**src/rtl/ras_stack.sv**
```systemverilog
// Purpose : circular return-address stack feeding predicted return targets to fetch.
// Latency : updates on the rising edge; outputs decode registered state (zero read latency).
// Backpressure: none; stall freezes all state, overflow overwrites the oldest entry.
//
// Ports:
//   clk, rst        clock and synchronous active-high reset
//   stall           hold all state; push/pop ignored
//   flush           empty the stack (mispredict recovery); entries and counters kept
//   push, pop       stack operations from the execute-stage decoder
//   addr_in         return address (PC+4 of a linking jump) to push
//   addr_out        top of stack, 32'h0 when empty
//   empty, full     count == 0 / count == DEPTH
//   ovf_cnt         saturating count of pushes that overwrote an entry
//   udf_cnt         saturating count of pops ignored while empty
module ras_stack #(
  parameter int RAS_INDEX = 3
) (
  input  logic        clk,
  input  logic        rst,
  input  logic        stall,
  input  logic        flush,
  input  logic        push,
  input  logic        pop,
  input  logic [31:0] addr_in,
  output logic [31:0] addr_out,
  output logic        empty,
  output logic        full,
  output logic [15:0] ovf_cnt,
  output logic [15:0] udf_cnt
);

  localparam int DEPTH = 1 << RAS_INDEX;
  localparam logic [RAS_INDEX:0] FULL_COUNT = (RAS_INDEX + 1)'(DEPTH);
  localparam logic [15:0] CNT_MAX = 16'hFFFF;

  logic [31:0]          mem [DEPTH];
  logic [RAS_INDEX-1:0] top;
  logic [RAS_INDEX:0]   count;

  // Operation decode. A push+pop on an empty stack degrades to a plain push,
  // so the underflow counter only sees a lone pop against an empty stack.
  logic                 active;
  logic                 nonempty;
  logic                 op_replace;
  logic                 op_push;
  logic                 op_pop;
  logic                 op_udf;
  logic                 op_ovf;
  logic                 mem_we;
  logic [RAS_INDEX-1:0] top_inc;
  logic [RAS_INDEX-1:0] top_dec;
  logic [RAS_INDEX-1:0] wr_idx;

  always_comb begin
    active     = !rst && !flush && !stall;
    nonempty   = (count != '0);
    op_replace = push && pop && nonempty;
    op_push    = push && !op_replace;
    op_pop     = pop && !push && nonempty;
    op_udf     = pop && !push && !nonempty;
    op_ovf     = op_push && (count == FULL_COUNT);
    top_inc    = top + RAS_INDEX'(1);
    top_dec    = top - RAS_INDEX'(1);
    // Replace rewrites the current top in place; push writes the next slot,
    // which on a full stack is the oldest entry (pointer wraps onto it).
    wr_idx     = op_replace ? top : top_inc;
    mem_we     = active && (op_push || op_replace);
  end

  // Control state: pointer, occupancy and performance counters.
  always_ff @(posedge clk) begin
    if (rst) begin
      top     <= '0;
      count   <= '0;
      ovf_cnt <= '0;
      udf_cnt <= '0;
    end else if (flush) begin
      top   <= '0;
      count <= '0;
    end else if (!stall) begin
      if (op_push) begin
        top <= top_inc;
        if (!op_ovf) begin
          count <= count + (RAS_INDEX + 1)'(1);
        end else if (ovf_cnt != CNT_MAX) begin
          ovf_cnt <= ovf_cnt + 16'd1;
        end
      end else if (op_pop) begin
        top   <= top_dec;
        count <= count - (RAS_INDEX + 1)'(1);
      end else if (op_udf) begin
        if (udf_cnt != CNT_MAX) begin
          udf_cnt <= udf_cnt + 16'd1;
        end
      end
    end
  end

  // Storage has no reset; entries above the top are never observed.
  always_ff @(posedge clk) begin
    if (mem_we) begin
      mem[wr_idx] <= addr_in;
    end
  end

  // Outputs depend only on registered state, never on push/pop/addr_in.
  always_comb begin
    empty    = (count == '0);
    full     = (count == FULL_COUNT);
    addr_out = empty ? 32'h0 : mem[top];
  end

endmodule

```
**config.mk**
```make
export PLATFORM = sky130hd
export DESIGN_NAME = ras_stack
export DESIGN_NICKNAME = d
export VERILOG_FILES = /design/src/rtl/ras_stack.sv
export SDC_FILE = /design/constraint.sdc
export NUM_CORES = 1
export LEC_CHECK = 0
export ABC_CLOCK_PERIOD_IN_PS = 5500
export BUFFER_PORTS_ARGS = -buffer_cell sky130_fd_sc_hd__buf_2
export CORE_MARGIN = 2
export CORE_UTILIZATION = 40
export DETAILED_ROUTE_END_ITERATION = 7
export GPL_ROUTABILITY_DRIVEN = 0
export HOLD_SLACK_MARGIN = 0.05
export PLACE_DENSITY = 0.69
export RECOVER_POWER = 100
export SLEW_MARGIN = 20
export SYNTH_ARGS = -nofsm -noshare
export SYNTH_HDL_FRONTEND = slang
export SYNTH_SLANG_ARGS = --single-unit
export TNS_END_PERCENT = 30
```
**constraint.sdc**
```tcl
create_clock -name clk -period 5.5 [get_ports clk]
set_input_delay 1.1 -clock clk [delete_from_list [all_inputs] [get_ports clk]]
set_output_delay 1.1 -clock clk [all_outputs]
set_load 0.02 [all_outputs]
```
======== Word level (Yosys, flattened, before mapping) ========
Memory sizes are Yosys's and may differ from the RTL's. A register that Yosys moved wholly into a read port is not among the register bits.
Cells that the tools add are included.
word-level totals
  register bits after elaboration ......... 39
  bits in latches ......................... 0
  memory bits (writable) .................. 256
  memory bits (read-only) ................. 0
  input bits .............................. 38
  output and inout port bits .............. 66
  logic and storage cells ................. 55
  memories ................................ 1
cells by class
  $add $sub $neg .......................... 6
  multiply operators ...................... 0
  div/mod/pow operators ................... 0
  $lt $le $gt $ge ......................... 0
  equality and inequality tests ........... 4
  shift-type cells ........................ 0
  mux-type cells .......................... 11
  bitwise operators ....................... 4
  reduce and logical (&&, ||, !) cells .... 25
memory list
  name  depth  width  rd ports  clocked after memory_dff  write ports  line  text
  mem   8      32     1         1                         1            36    logic [31:0] mem [DEPTH];
operators by type and width
  cell                                               count
  adder 16 x 1 -> 16 bit (second input constant)     2
  two-way mux 32 bit                                 1
  != test 16 bit (second input constant)             2
  two-way mux 3 bit                                  5
  two-way mux 4 bit                                  3
  logical AND 1 bit                                  10
  zero test 1 bit                                    6
  AND reduction 6 bit                                1
  AND reduction 5 bit                                1
  adder 4 x 1 -> 4 bit (second input constant)       1
  equality test 4 bit (second input constant)        1
  zero test 4 bit                                    1
  NOT 1 bit                                          4
  nonzero test 4 bit                                 1
  subtractor 4 x 1 -> 4 bit (second input constant)  1
  adder 3 x 1 -> 3 bit (second input constant)       1
  AND reduction 3 bit                                1
  subtractor 3 x 1 -> 3 bit (second input constant)  1
  two-way mux 1 bit                                  2
  != test 2 bit (second input constant)              1
  AND reduction 2 bit                                1
  nonzero test 2 bit                                 1
  OR reduction 2 bit                                 1
  logical OR 1 bit                                   1

======== Longest topological paths before layout ========
Gate-level depths: netlist (run 1).
  depth in word-level cells ............... 8
  depth in mapped cells ................... 10
  mapped depth without buffers ............ 9

======== Least setup slack after synthesis (run 1) ========
Ideal clock, no wire load.
  path kind ............................... input port to flip-flop
  start ................................... in rst
  end ..................................... mem mem[0][0] (enable)
  setup time .............................. 0.421 ns
  arrival ................................. 3.271 ns
  required time ........................... 5.079 ns
  slack ................................... 1.808 ns
  stages on the path ...................... 5
  buffers on the path ..................... 1
  path through ............................ or2_2 -> buf_1 -> nor3_1 -> o21ai_0 -> nor2_1
on the way
  word-level cells in the longest chain between the ends .. 6
ends and longest elaborated chain
  item                                     line  text
  start, declared                          19    input logic rst,
  zero test 1 bit                          55    active = !rst && !flush && !stall;
  logical AND 1 bit (2 in series)          55
  logical AND 1 bit                        67    mem_we = active && (op_push || op_replace);
  two-way mux 1 bit                        101   if (mem_we) begin
  two-way mux 1 bit (not written as such)  102   mem[wr_idx] <= addr_in;
  end, declared                            36
No other way between the ends.

======== Final worst setup path (run 1) ========
  start ................................... reg count[1]
  end ..................................... mem mem[0][4] (enable)
on the way
  word-level cells in the longest chain between the ends .. 8
  elaborated cells between the ends (all ways) .. 9
  classes of those cells .................. mux (3); reduce/logical (6)
ends and longest elaborated chain
  item                                     line  text
  start, declared                          38    logic [RAS_INDEX:0] count;
  start signal, assigned                   84    count <= count + (RAS_INDEX + 1)'(1);
  start signal, assigned                   90    count <= count - (RAS_INDEX + 1)'(1);
  nonzero test 4 bit (*)                   56    nonempty = (count != '0);
  logical AND 1 bit (*)                    57    op_replace = push && pop && nonempty;
  zero test 1 bit                          58    op_push = push && !op_replace;
  logical AND 1 bit                        58
  logical OR 1 bit                         67
  logical AND 1 bit                        67
  two-way mux 1 bit                        101
  two-way mux 1 bit (not written as such)  102
Mark *: on every way between the ends. The rest lies on a longest branch, timed or not.

==> summary.txt, run 1 <==
STA
  • Clock skew: 0.01830 ns
  • Final worst slack: 0.9851 ns
  • Final hold vios: 0
  • Clock period minus worst slack: 4.515 ns
  • Final Max Tran Viols: 130
  • Period utilization: 82.09%
  • Worst Max-Slew Pin Slew: 2.527 ns
  • Max transition margin: -68.54%
  • RSZ-0062 raised after global routing: false
  • FMAX: 221.5 MHz
  • Setup TNS: 0 ns
  • Endpoints failing setup: 0

Critical path
  • Critical path origin: count[1]
  • CP Max Fanout: 21
  • Setup crit end kind: flip-flop
  • Worst path bufs/invs: 1
  • Cells along the critical path: o41ai_1 -> nor2_1 -> nor3_1 -> o21ai_0 -> nor2_1 -> clkbuf_1
  • Reg2Reg Depth: 6
  • Worst setup path class: reg -> reg
  • Crit path capture: mem[0][4]
  • CP max-delay cell: o41ai_1
  • Top delay family on crit path: simple AND/OR/NAND/NOR gates
  • Most frequent CP cell: nor2_1
  • Worst r2r src: count[1]
  • Worst path arrival time: 4.66 ns
  • Flop2flop setup slack: 0.99 ns
  • Worst setup SP type: flip-flop
  • Critical Path Max Stage Delay: 1.11 ns
  • Worst path required time: 5.64 ns
  • Critical Path Stages: 6
  • Reg2reg end: mem[0][4]

Synth
  • Asr flop ratio synth: 0%
  • Distinct cells, synth: 56
  • Warnings from Yosys: 0
  • Synth Register Bits: 298
  • Cells after Synth: 684
  • Register area share after synthesis: 70.92%
  • Post-synth top flop: edfxtp_1
  • Syn Nets: 728
  • Average cell area after synthesis: 17.58 sq um
  • EDFF count, synth: 256
  • Synth Cell Area: 0.01203 sq mm

Global routing
  • Largest net degree at the start of global routing: 65
  • First-pass GRT wire length: 36290 microns
  • Vias in the first global route: 6310
  • Gr ovfl total: 0
  • Initial antenna violation count: 1
  • GRT Overall Usage: 14.95%

Drt
  • DR iter-0 viols: 379
  • First drt pass iteration count: 5
  • WL final: 23130 microns
  • Avg WL per Cell: 19.16 microns
  • Vias per std cell: 5.210
  • Detail Route Antenna Nets: 0
  • Vias: 6288
  • DRC: 0

Power
  • Int Power: 3639 uW
  • Combinational Power Share: 4.8%
  • Max VDD drop: 0.0002768 V
  • Pwr per Cell Area: 335.9 mW/mm^2
  • Clock power share: 41.4%
  • Seq pwr share: 53.7%
  • Switching Power: 988.6 uW
  • Net Sw Frac: 21.36%
  • Leak: 0.004166 uW

Clock tree
  • Post-CTS Hold Fix Bufs: 0
  • Root buf cell: clkbuf_16
  • Setup Fix Bufs, Post-CTS: 0
  • # resized after CTS: 0
  • H-tree depth: 1
  • Worst skew pair latency: 0.55 ns
  • Clock slew at reported path FFs: 0.06 ns
  • CTS Buf Count: 30
  • Max Buffers Root-to-Sink: 3
  • Clk sinks: 298
  • CTS tree: built

Die
  • Die area: 0.03147 sq mm
  • Die width: 177.4 microns
  • I/O pins: 104
  • Vert. Die Dim: 177.4 microns
  • Core Region: 0.02964 sq mm
  • Initial Utilization: 40.57%
  • # rows: 63

Placed design
  • Pre-CTS WS: 1.496 ns
  • DP HPWL: 13380 microns
  • Port Buffer Count: 103

Status
  • Status: finished, violations left
  • Failing checks: max-capacitance violations, max-slew violations

Worst hold path
  • HP Class: reg -> reg

Cells and area
  • Synth-to-Final Area Change: 14.56%
  • N_diodes: 0
  • Most common cell after layout, fill and taps aside: edfxtp_1
  • Share of layout cells above drive strength 1: 16.40%
  • Commonest cells after routing, fill and taps aside: edfxtp_1, clkbuf_1, nor2_1
  • Fin nets: 840

Flow run
  • Maxcap violations: 5
[area by class of cell]
| class | count | area, sq um |
|---|---|---|
| multi-input combinational | 346 | 3272 |
| tap | 390 | 488.0 |
| sequential | 298 | 8537 |
| clock buffer | 33 | 762.0 |
| timing repair buffer | 112 | 518.0 |
| clock inverter | 20 | 168.9 |
| inverter | 8 | 30.03 |
| fill | 2601 | 15860 |
[routing by layer]
metal  track usage [%]  wire length [microns]
met2             25.83                  11370
met4             3.723                    453
met5                 0                     11
met3             2.785                   1086
met1             19.55                  10210
[how the worst min path moves through the flow]
stage,startpoint,endpoint,slack [ns],cells past startpoint
2_1_floorplan,top[1],flip-flop,0.51,2
3_3_place_gp,ovf_cnt[5],ovf_cnt[5],0.48,2
3_5_place_dp,ovf_cnt[5],ovf_cnt[5],0.49,2
4_1_cts,ovf_cnt[5],ovf_cnt[5],0.50,2
5_1_grt,ovf_cnt[5],ovf_cnt[5],0.55,2
6_report,ovf_cnt[5],ovf_cnt[5],0.50,2
[cells in the mapped netlist, drive strengths merged (2+ instances only)]
master   instances  area (sq um)
clkbuf          20         75.07
nor4             7         80.07
mux4            64          1441
nand2           15         56.30
o21ai            6         30.02
edfxtp         256          7687
ha               6         75.07
nand3           11         55.05
buf             12         53.79
xor2             8         70.07
and3             5         31.28
mux2i           39         390.4
or3              2         12.51
xnor2           22         192.7
dfxtp           42         840.8
and2             4         25.03
a2111oi          2         17.52
nor4b            7         88.83
and4             2         17.52
nand4            6         37.54
mux2             2         22.52
a21oi            9         45.04
nor3            13         65.06
o41ai            2         25.03
o2111ai          3         26.28
a31oi            2         12.51
inv              8         30.03
nor2b            3         18.77
nand2b           2         12.51
or2              3         18.77
o211ai           4         30.03
a211oi           3         27.52
nor2            81         304.0
[power groups by stage]
stage	Combinational, uW	Sequential [uW]	Clock, uW
after floorplan	163	2520	0
after global placement	238	2540	0
after detailed placement	241	2540	0
after CTS	242	2490	1960
after global routing	248	2490	2040
final	224	2490	1920
[cells by family (layout without fill, tap and decap cells)]
group / count (synthesis) / in the layout / share of synthesized area, %
AO/OA/AOI/OAI: 40 / 40 / 2.414
XOR/XNOR: 30 / 30 / 2.185
adder cells (fa/ha/maj): 6 / 6 / 0.6243
buffers and inverters: 40 / 173 / 1.321
flip-flops: 298 / 298 / 70.92
multiplexers: 105 / 105 / 15.42
AND/OR/NAND/NOR: 165 / 165 / 7.117
[state kept, by name, indices dropped and copies added, names as in the netlist, named ones only]
signal,cells
ovf_cnt,16
top,3
count,4
mem,256
udf_cnt,16
[worst min-delay path, delay by kind of cell (launching register included)]
kind / cells / cell delay, ns
AO/OA/AOI/OAI: 2 / 0.13
flip-flops: 1 / 0.33
[metrics by stage]
step	utilization, %	cells	instance area, sq um	power (uW)	hold WS [ns]
after floorplan	-	684	12030	2681	0.5065
after global placement	43.82	1149	12990	2774	0.4780
after detailed placement	43.82	1149	12990	2778	0.4901
after CTS	46.96	1202	13920	4692	0.4992
after global routing	46.48	1207	13780	4778	0.5503
final	46.48	1207	13780	4628	0.5029
Note: power is estimated with default switching activity, not from simulation.
==> run 2, diff against run 1 <==
ABC_AREA = 1   (was not set)
ABC_CLOCK_PERIOD_IN_PS = 4200   (was 5500)
clock period = 4.2 ns   (was 5.5 ns; I/O delays follow)
==> run 2 against run 1 <==
  * Register-to-register slack lost 0.15 ns
  * Critical path depth did not move
  * Synthesized cell count grew 62%
  * Largest power group unchanged
  * First-iteration DRC count up 87%
  * Combinational power rose by 52%
  * Clock skew grew 0.011 ns
  * The run now ends clean
  * Via count is 35% higher
==> summary.txt, run 2 <==
Synth
  • Average cell area after synthesis: 11.25 sq um (was 17.58 sq um)
  • Register area share after synthesis: 68.59% (was 70.92%)
  • EDFF count, synth: 256 (unchanged)
  • Post-synth top flop: edfxtp_1 (unchanged)
  • Asr flop ratio synth: 0% (unchanged)
  • Syn Nets: 1149 (was 728)
  • Synth Register Bits: 298 (unchanged)
  • Post-synth top area cell: edfxtp_1 (unchanged)
  • Cells after Synth: 1105 (was 684)
  • Warnings from Yosys: 0 (unchanged)
  • Ranking of synthesized cells by area: edfxtp_1, nor2_1, dfxtp_1 (was edfxtp_1, mux4_2, dfxtp_1)
  • Area share of the largest cell type after synthesis: 61.83% (was 63.93%)
  • Dominant cell by count in the synthesized netlist: nor2_1 (was edfxtp_1)
  • Distinct cells, synth: 35 (was 56)
  • Synth Cell Area: 0.01243 sq mm (was 0.01203 sq mm)
  • Synth cell count leaders: nor2_1, edfxtp_1, o21ai_0 (was edfxtp_1, nor2_1, mux4_2)

Power
  • Int Power: 4842 uW (was 3639 uW)
  • Max VDD drop: 0.0003161 V (was 0.0002768 V)
  • Switching Power: 1382 uW (was 988.6 uW)
  • Clock power share: 42.3% (was 41.4%)
  • Leak: 0.004631 uW (was 0.004166 uW)
  • Seq pwr share: 52.2% (was 53.7%)
  • Net Sw Frac: 22.21% (was 21.36%)
  • Pwr per Cell Area: 438.3 mW/mm^2 (was 335.9 mW/mm^2)
  • Combinational Power Share: 5.5% (was 4.8%)
  • Final Power: 6224 uW (was 4628 uW)

Cells and area
  • Fin nets: 1239 (was 840)
  • Commonest cells after routing, fill and taps aside: nor2_1, edfxtp_1, o21ai_0 (was edfxtp_1, clkbuf_1, nor2_1)
  • Most common cell after layout, fill and taps aside: nor2_1 (was edfxtp_1)
  • Design area: 0.01420 sq mm (was 0.01378 sq mm)
  • Biggest regs: mem x256, ovf_cnt x16, udf_cnt x16 (unchanged)
  • Max reg flops: 256 (unchanged)
  • Non-Filler Instances: 1616 (was 1207)
  • Largest Register: mem (unchanged)
  • Synth-to-Final Area Change: 14.20% (was 14.56%)
  • Share of layout cells above drive strength 1: 7.875% (was 16.40%)

Die
  • Die area: 0.03251 sq mm (was 0.03147 sq mm)
  • I/O pins: 104 (unchanged)
  • # rows: 64 (was 63)
  • Die width: 180.3 microns (was 177.4 microns)
  • Initial Utilization: 40.65% (was 40.57%)
  • Vert. Die Dim: 180.3 microns (was 177.4 microns)
  • Core Region: 0.03059 sq mm (was 0.02964 sq mm)

STA
  • RSZ-0062 raised after global routing: false (unchanged)
  • Setup TNS: 0 ns (unchanged)
  • Endpoints failing setup: 0 (unchanged)
  • FMAX: 256.4 MHz
  • Clock period minus worst slack: 3.900 ns
  • Final hold vios: 0 (unchanged)
  • Period utilization: 92.85%
  • Clock skew: 0.02903 ns (was 0.01830 ns)
  • Final Max Tran Viols: 0 (was 130)
  • Max transition margin: 17.11% (was -68.54%)
  • Worst Max-Slew Pin Slew: 1.230 ns (was 2.527 ns)

Drt
  • DR iter-0 viols: 710 (was 379)
  • Vias: 8493 (was 6288)
  • DRC: 0 (unchanged)
  • Avg WL per Cell: 17.17 microns (was 19.16 microns)
  • Detail Route Antenna Nets: 0 (unchanged)
  • First drt pass iteration count: 5 (unchanged)
  • Vias per std cell: 5.256 (was 5.210)
  • WL final: 27740 microns (was 23130 microns)

Critical path
  • Worst setup SP type: flip-flop (unchanged)
  • Most frequent CP cell: nor2_1 (unchanged)
  • CP max-delay cell: clkbuf_4 (was o41ai_1)
  • Worst path required time: 3.36 ns (was 5.64 ns)
  • Cells along the critical path: clkbuf_4 -> nor2_1 -> o32ai_1 -> o21ai_1 -> nor2_1 -> buf_2 (was o41ai_1 -> nor2_1 -> nor3_1 -> o21ai_0 -> nor2_1 -> clkbuf_1)
  • CP Max Fanout: 78 (was 21)
  • Worst path arrival time: 3.06 ns (was 4.66 ns)
  • Top delay family on crit path: buffers and inverters (was simple AND/OR/NAND/NOR gates)
  • Worst path bufs/invs: 2 (was 1)
  • Critical Path Max Stage Delay: 0.78 ns (was 1.11 ns)
  • Setup crit end kind: output pin (was flip-flop)
  • Worst setup path class: reg -> out (was reg -> reg)

Global routing
  • Largest net degree at the start of global routing: 79 (was 65)
  • Initial antenna violation count: 2 (was 1)
  • First-pass GRT wire length: 43870 microns (was 36290 microns)
  • GRT Overall Usage: 16.70% (was 14.95%)
  • Gr ovfl total: 0 (unchanged)
  • Vias in the first global route: 8199 (was 6310)

Clock tree
  • H-tree depth: 1 (unchanged)
  • Clk sinks: 298 (unchanged)
  • Setup Fix Bufs, Post-CTS: 0 (unchanged)
  • Max Buffers Root-to-Sink: 3 (unchanged)
  • CTS Buf Count: 30 (unchanged)
  • Root buf cell: clkbuf_16 (unchanged)
  • Post-CTS Hold Fix Bufs: 0 (unchanged)
  • CTS tree: built (unchanged)
  • Worst skew pair latency: 0.57 ns (was 0.55 ns)
  • Clock slew at reported path FFs: 0.06 ns (about the same)
  • # resized after CTS: 0 (unchanged)

Placed design
  • Port Buffer Count: 103 (unchanged)
  • DP HPWL: 15550 microns (was 13380 microns)
  • Area post-placement: 0.01342 sq mm (was 0.01299 sq mm)
  • Dpl cells: 1559 (was 1149)

Status
  • Status: complete, no violations (was finished, violations left)

Flow run
  • Maxcap violations: 0 (was 5)

Worst hold path
  • HP Class: reg -> reg (unchanged)
[run 2: worst reg2reg max path, delay by kind of cell, from the launching register on]
kind | cells | cell delay (ns)
and+or+nand+nor | 9 | 2.68
DFF | 1 | 0.36
AOI/OAI and AO/OA | 1 | 0.22
[run 2: layout make-up]
class | count | area, sq um
multi-input combinational | 696 | 3440
clock buffer | 37 | 787.0
antenna | 1 | 2.502
timing repair buffer | 117 | 540.5
clock inverter | 19 | 200.2
fill | 2834 | 16390
inverter | 52 | 197.7
sequential | 298 | 8536
tap | 396 | 495.5
[run 2: power by group through the flow]
stage	combinational, uW	clock (uW)	sequential (uW)
after floorplan	229	0	3300
after global placement	354	0	3310
after detailed placement	360	0	3310
after CTS	362	2690	3250
after global routing	382	2810	3250
final	341	2640	3250
[run 2: per-layer routing]
metal	global-route usage (%)	wire, microns	share of wire [%]
met5	0	14	0.050
met1	21.47	11980	43
met3	3.496	1684	6.1
met4	3.968	572	2.1
met2	28.96	13490	49
[run 2: path summary, 6_finish.rpt]
kind,end,cells past startpoint,startpoint,slack [ns]
worst max register to register,ovf_cnt[5],10,count[0],0.84
worst min-delay path,udf_cnt[12],2,udf_cnt[12],0.50
worst min register to register,udf_cnt[12],2,udf_cnt[12],0.50
worst max-delay path,addr_out[13],6,flip-flop,0.30
[run 2: metrics by stage]
stage | utilization (%) | hold slack, ns | setup slack [ns]
after global routing | 46.41 | 0.5252 | 0.1016
after CTS | 47.10 | 0.5020 | 0.3937
after floorplan | - | 0.4937 | 0.8027
after detailed placement | 43.87 | 0.4920 | 1.005
final | 46.42 | 0.5027 | 0.3004
after global placement | 43.87 | 0.4777 | 1.064
[run 2: cell families after synthesis]
family                   after synthesis  share of synthesized area (%)
XOR/XNOR                              21                          1.479
AO/OA/AOI/OAI                        213                          10.66
flip-flops                           298                          68.59
adder cells (fa/ha/maj)                6                         0.6038
buffers and inverters                111                          3.583
AND/OR/NAND/NOR                      456                          15.09
==> run 3, diff against run 2 <==
ABC_AREA = 0   (was 1)
SLEW_MARGIN = not set   (was 20)
==> run 3 against run 2 <==
  * Wire length down 17%
  * Setup slack better by 0.33 ns
  * Sequential share of layout area up 1.3 points
  * Flip-flop and latch count unchanged
  * Worst hold slack worse by 0.0065 ns
  * Combinational power down 10%
  * Clock power up 2%
  * Count of clock-buffer cells in the layout up 2
  * Critical path type is now reg -> reg
==> summary.txt, run 3 (synthesis results as in run 1) <==
Placed design
  • Port Buffer Count: 103 (unchanged)
  • Pre-CTS WS: 1.122 ns (was 1.005 ns)
  • DP HPWL: 14520 microns (was 15550 microns)

Die
  • I/O pins: 104 (unchanged)
  • # rows: 63 (was 64)
  • Die width: 177.4 microns (was 180.3 microns)
  • Initial Utilization: 40.57% (was 40.65%)
  • Die area: 0.03147 sq mm (was 0.03251 sq mm)
  • Core Region: 0.02964 sq mm (was 0.03059 sq mm)
  • Vert. Die Dim: 177.4 microns (was 180.3 microns)

Flow run
  • Maxcap violations: 0 (unchanged)

Clock tree
  • Max Buffers Root-to-Sink: 3 (unchanged)
  • Clk sinks: 298 (unchanged)
  • Root buf cell: clkbuf_16 (unchanged)
  • H-tree depth: 1 (unchanged)
  • Worst skew pair latency: 0.56 ns (was 0.57 ns)
  • CTS tree: built (unchanged)
  • Setup Fix Bufs, Post-CTS: 0 (unchanged)
  • Clock slew at reported path FFs: 0.06 ns (about the same)
  • # resized after CTS: 0 (unchanged)
  • CTS Buf Count: 31 (was 30)
  • Post-CTS Hold Fix Bufs: 0 (unchanged)

Cells and area
  • Largest Register: mem (unchanged)
  • Register area: 0.008537 sq mm (was 0.008536 sq mm)
  • Fin nets: 849 (was 1239)
  • Area occupied by multi-input gates: 0.003308 sq mm (was 0.003440 sq mm)
  • Share of layout cells above drive strength 1: 17.63% (was 7.875%)
  • Most common cell after layout, fill and taps aside: edfxtp_1 (was nor2_1)
  • Commonest cells after routing, fill and taps aside: edfxtp_1, clkbuf_1, nor2_1 (was nor2_1, edfxtp_1, o21ai_0)
  • Max reg flops: 256 (unchanged)
  • Biggest regs: mem x256, ovf_cnt x16, udf_cnt x16 (unchanged)
  • Synth-to-Final Area Change: 15.65% (was 14.20%)
  • Fill cell count: 2594 (was 2834)

STA
  • Final worst slack: 0.6280 ns (was 0.3004 ns)
  • Final hold vios: 0 (unchanged)
  • Worst Max-Slew Pin Slew: 1.236 ns (was 1.230 ns)
  • Period utilization: 85.05% (was 92.85%)
  • FMAX: 280.0 MHz (was 256.4 MHz)
  • Clock skew: 0.01240 ns (was 0.02903 ns)
  • RSZ-0062 raised after global routing: false (unchanged)
  • Max transition margin: 17.58% (was 17.11%)
  • Clock period minus worst slack: 3.572 ns (was 3.900 ns)
  • Endpoints failing setup: 0 (unchanged)
  • Final Max Tran Viols: 0 (unchanged)
  • Setup TNS: 0 ns (unchanged)

Power
  • Leak: 0.004248 uW (was 0.004631 uW)
  • Max VDD drop: 0.0004349 V (was 0.0003161 V)
  • Pwr per Cell Area: 449.7 mW/mm^2 (was 438.3 mW/mm^2)

Status
  • Status: complete, no violations (unchanged)

Worst hold path
  • Hold Path End: ovf_cnt[5] (was udf_cnt[12])
  • WHS Path Cells: 2 (unchanged)
  • HP Class: reg -> reg (unchanged)
  • HP Start: ovf_cnt[5] (was udf_cnt[12])

Drt
  • Detail Route Antenna Nets: 0 (unchanged)
  • First drt pass iteration count: 4 (was 5)
  • DRC: 0 (unchanged)
  • DR iter-0 viols: 435 (was 710)
  • Vias: 6297 (was 8493)
  • Vias per std cell: 5.166 (was 5.256)
  • Avg WL per Cell: 18.97 microns (was 17.17 microns)
  • WL final: 23120 microns (was 27740 microns)

Global routing
  • Gr ovfl total: 0 (unchanged)
  • GRT Overall Usage: 14.81% (was 16.70%)
  • First-pass GRT wire length: 35890 microns (was 43870 microns)
  • Initial antenna violation count: 2 (unchanged)
  • Vias in the first global route: 6221 (was 8199)
  • Largest net degree at the start of global routing: 40 (was 79)

Critical path
  • Worst path arrival time: 3.83 ns (was 3.06 ns)
  • Worst r2r src: count[1] (was count[0])
  • CP Max Fanout: 19 (was 78)
  • Worst path required time: 4.46 ns (was 3.36 ns)
  • Critical Path Max Stage Delay: 1.02 ns (was 0.78 ns)
  • Reg2reg end: mem[7][13] (was ovf_cnt[5])
  • Worst setup SP type: flip-flop (unchanged)
  • Reg2Reg Depth: 6 (was 10)
  • Worst setup path class: reg -> reg (was reg -> out)
  • Flop2flop setup slack: 0.63 ns (was 0.84 ns)
  • Setup crit end kind: flip-flop (was output pin)
  • CP max-delay cell: o41ai_1 (was clkbuf_4)
  • Cells along the critical path: o41ai_1 -> or2_2 -> nand3_1 -> a21boi_0 -> and2_0 -> buf_12 (was clkbuf_4 -> nor2_1 -> o32ai_1 -> o21ai_1 -> nor2_1 -> buf_2)
[run 3: changes by cell type in the layout (fill, tap and decap cells not counted), moves of 19 or more]
cell,delta
a21oi_1,-21
inv_1,-40
mux2i_1,+39
mux4_2,+64
nand2_1,-81
nor2_1,-227
o21ai_0,-98
o32ai_1,-64
xnor2_1,+19
[run 3: stage by stage]
step	utilization, %	area [sq um]	power [uW]	hold slack (ns)	instances
global route	46.91	13900	6479	0.5261	1218
floorplan	-	12030	3511	0.5065	684
detailed placement	44.44	13170	3647	0.4824	1162
global placement	44.44	13170	3642	0.4716	1162
finish	46.92	13910	6254	0.4962	1219
CTS	47.86	14180	6357	0.4951	1218
[run 3: how the worst max path moves through the flow]
stage	from	cells past startpoint	to
after floorplan	rst	5	mem[0][0]
after global placement	flush	6	mem[0][27]
after detailed placement	flush	6	mem[0][25]
after CTS	flip-flop	5	addr_out[13]
after global routing	count[1]	6	mem[1][17]
final	count[1]	6	mem[7][13]
[run 3: layout make-up]
| type | instances | share of cell area [%] |
|---|---|---|
| Antenna cell | 1 | 0.01799 |
| Inverter | 8 | 0.2159 |
| Sequential cell | 298 | 61.39 |
| Multi-Input combinational cell | 346 | 23.79 |
| Clock buffer | 39 | 5.794 |
| Timing Repair Buffer | 120 | 3.806 |
| Clock inverter | 17 | 1.484 |
| Tap cell | 390 | 3.509 |
[run 3: worst max-delay path: cells and delay by family (launching register included)]
family	cells	cell delay, ns
AOI/OAI and AO/OA	2	1.22
buffers and inverters	1	0.27
DFF	1	0.41
and+or+nand+nor	3	1.35
[run 3: per-layer routing]
layer	vias to the layer above	part of all wire, %	global-route usage [%]	routed length (microns)
li1	2955	-	-	-
met4	2	1.7	3.415	385
met1	3158	44	20.41	10280
met5	-	0.056	0	13
met2	152	48	24.24	11060
met3	30	6.0	3.128	1379
[run 3: power breakdown]
part	leakage [uW]	switching, uW	internal [uW]
combinational	0.00111	194	113
clock	0.000496	1090	1610
sequential	0.00264	24.7	3230
total	0.00425	1310	4950
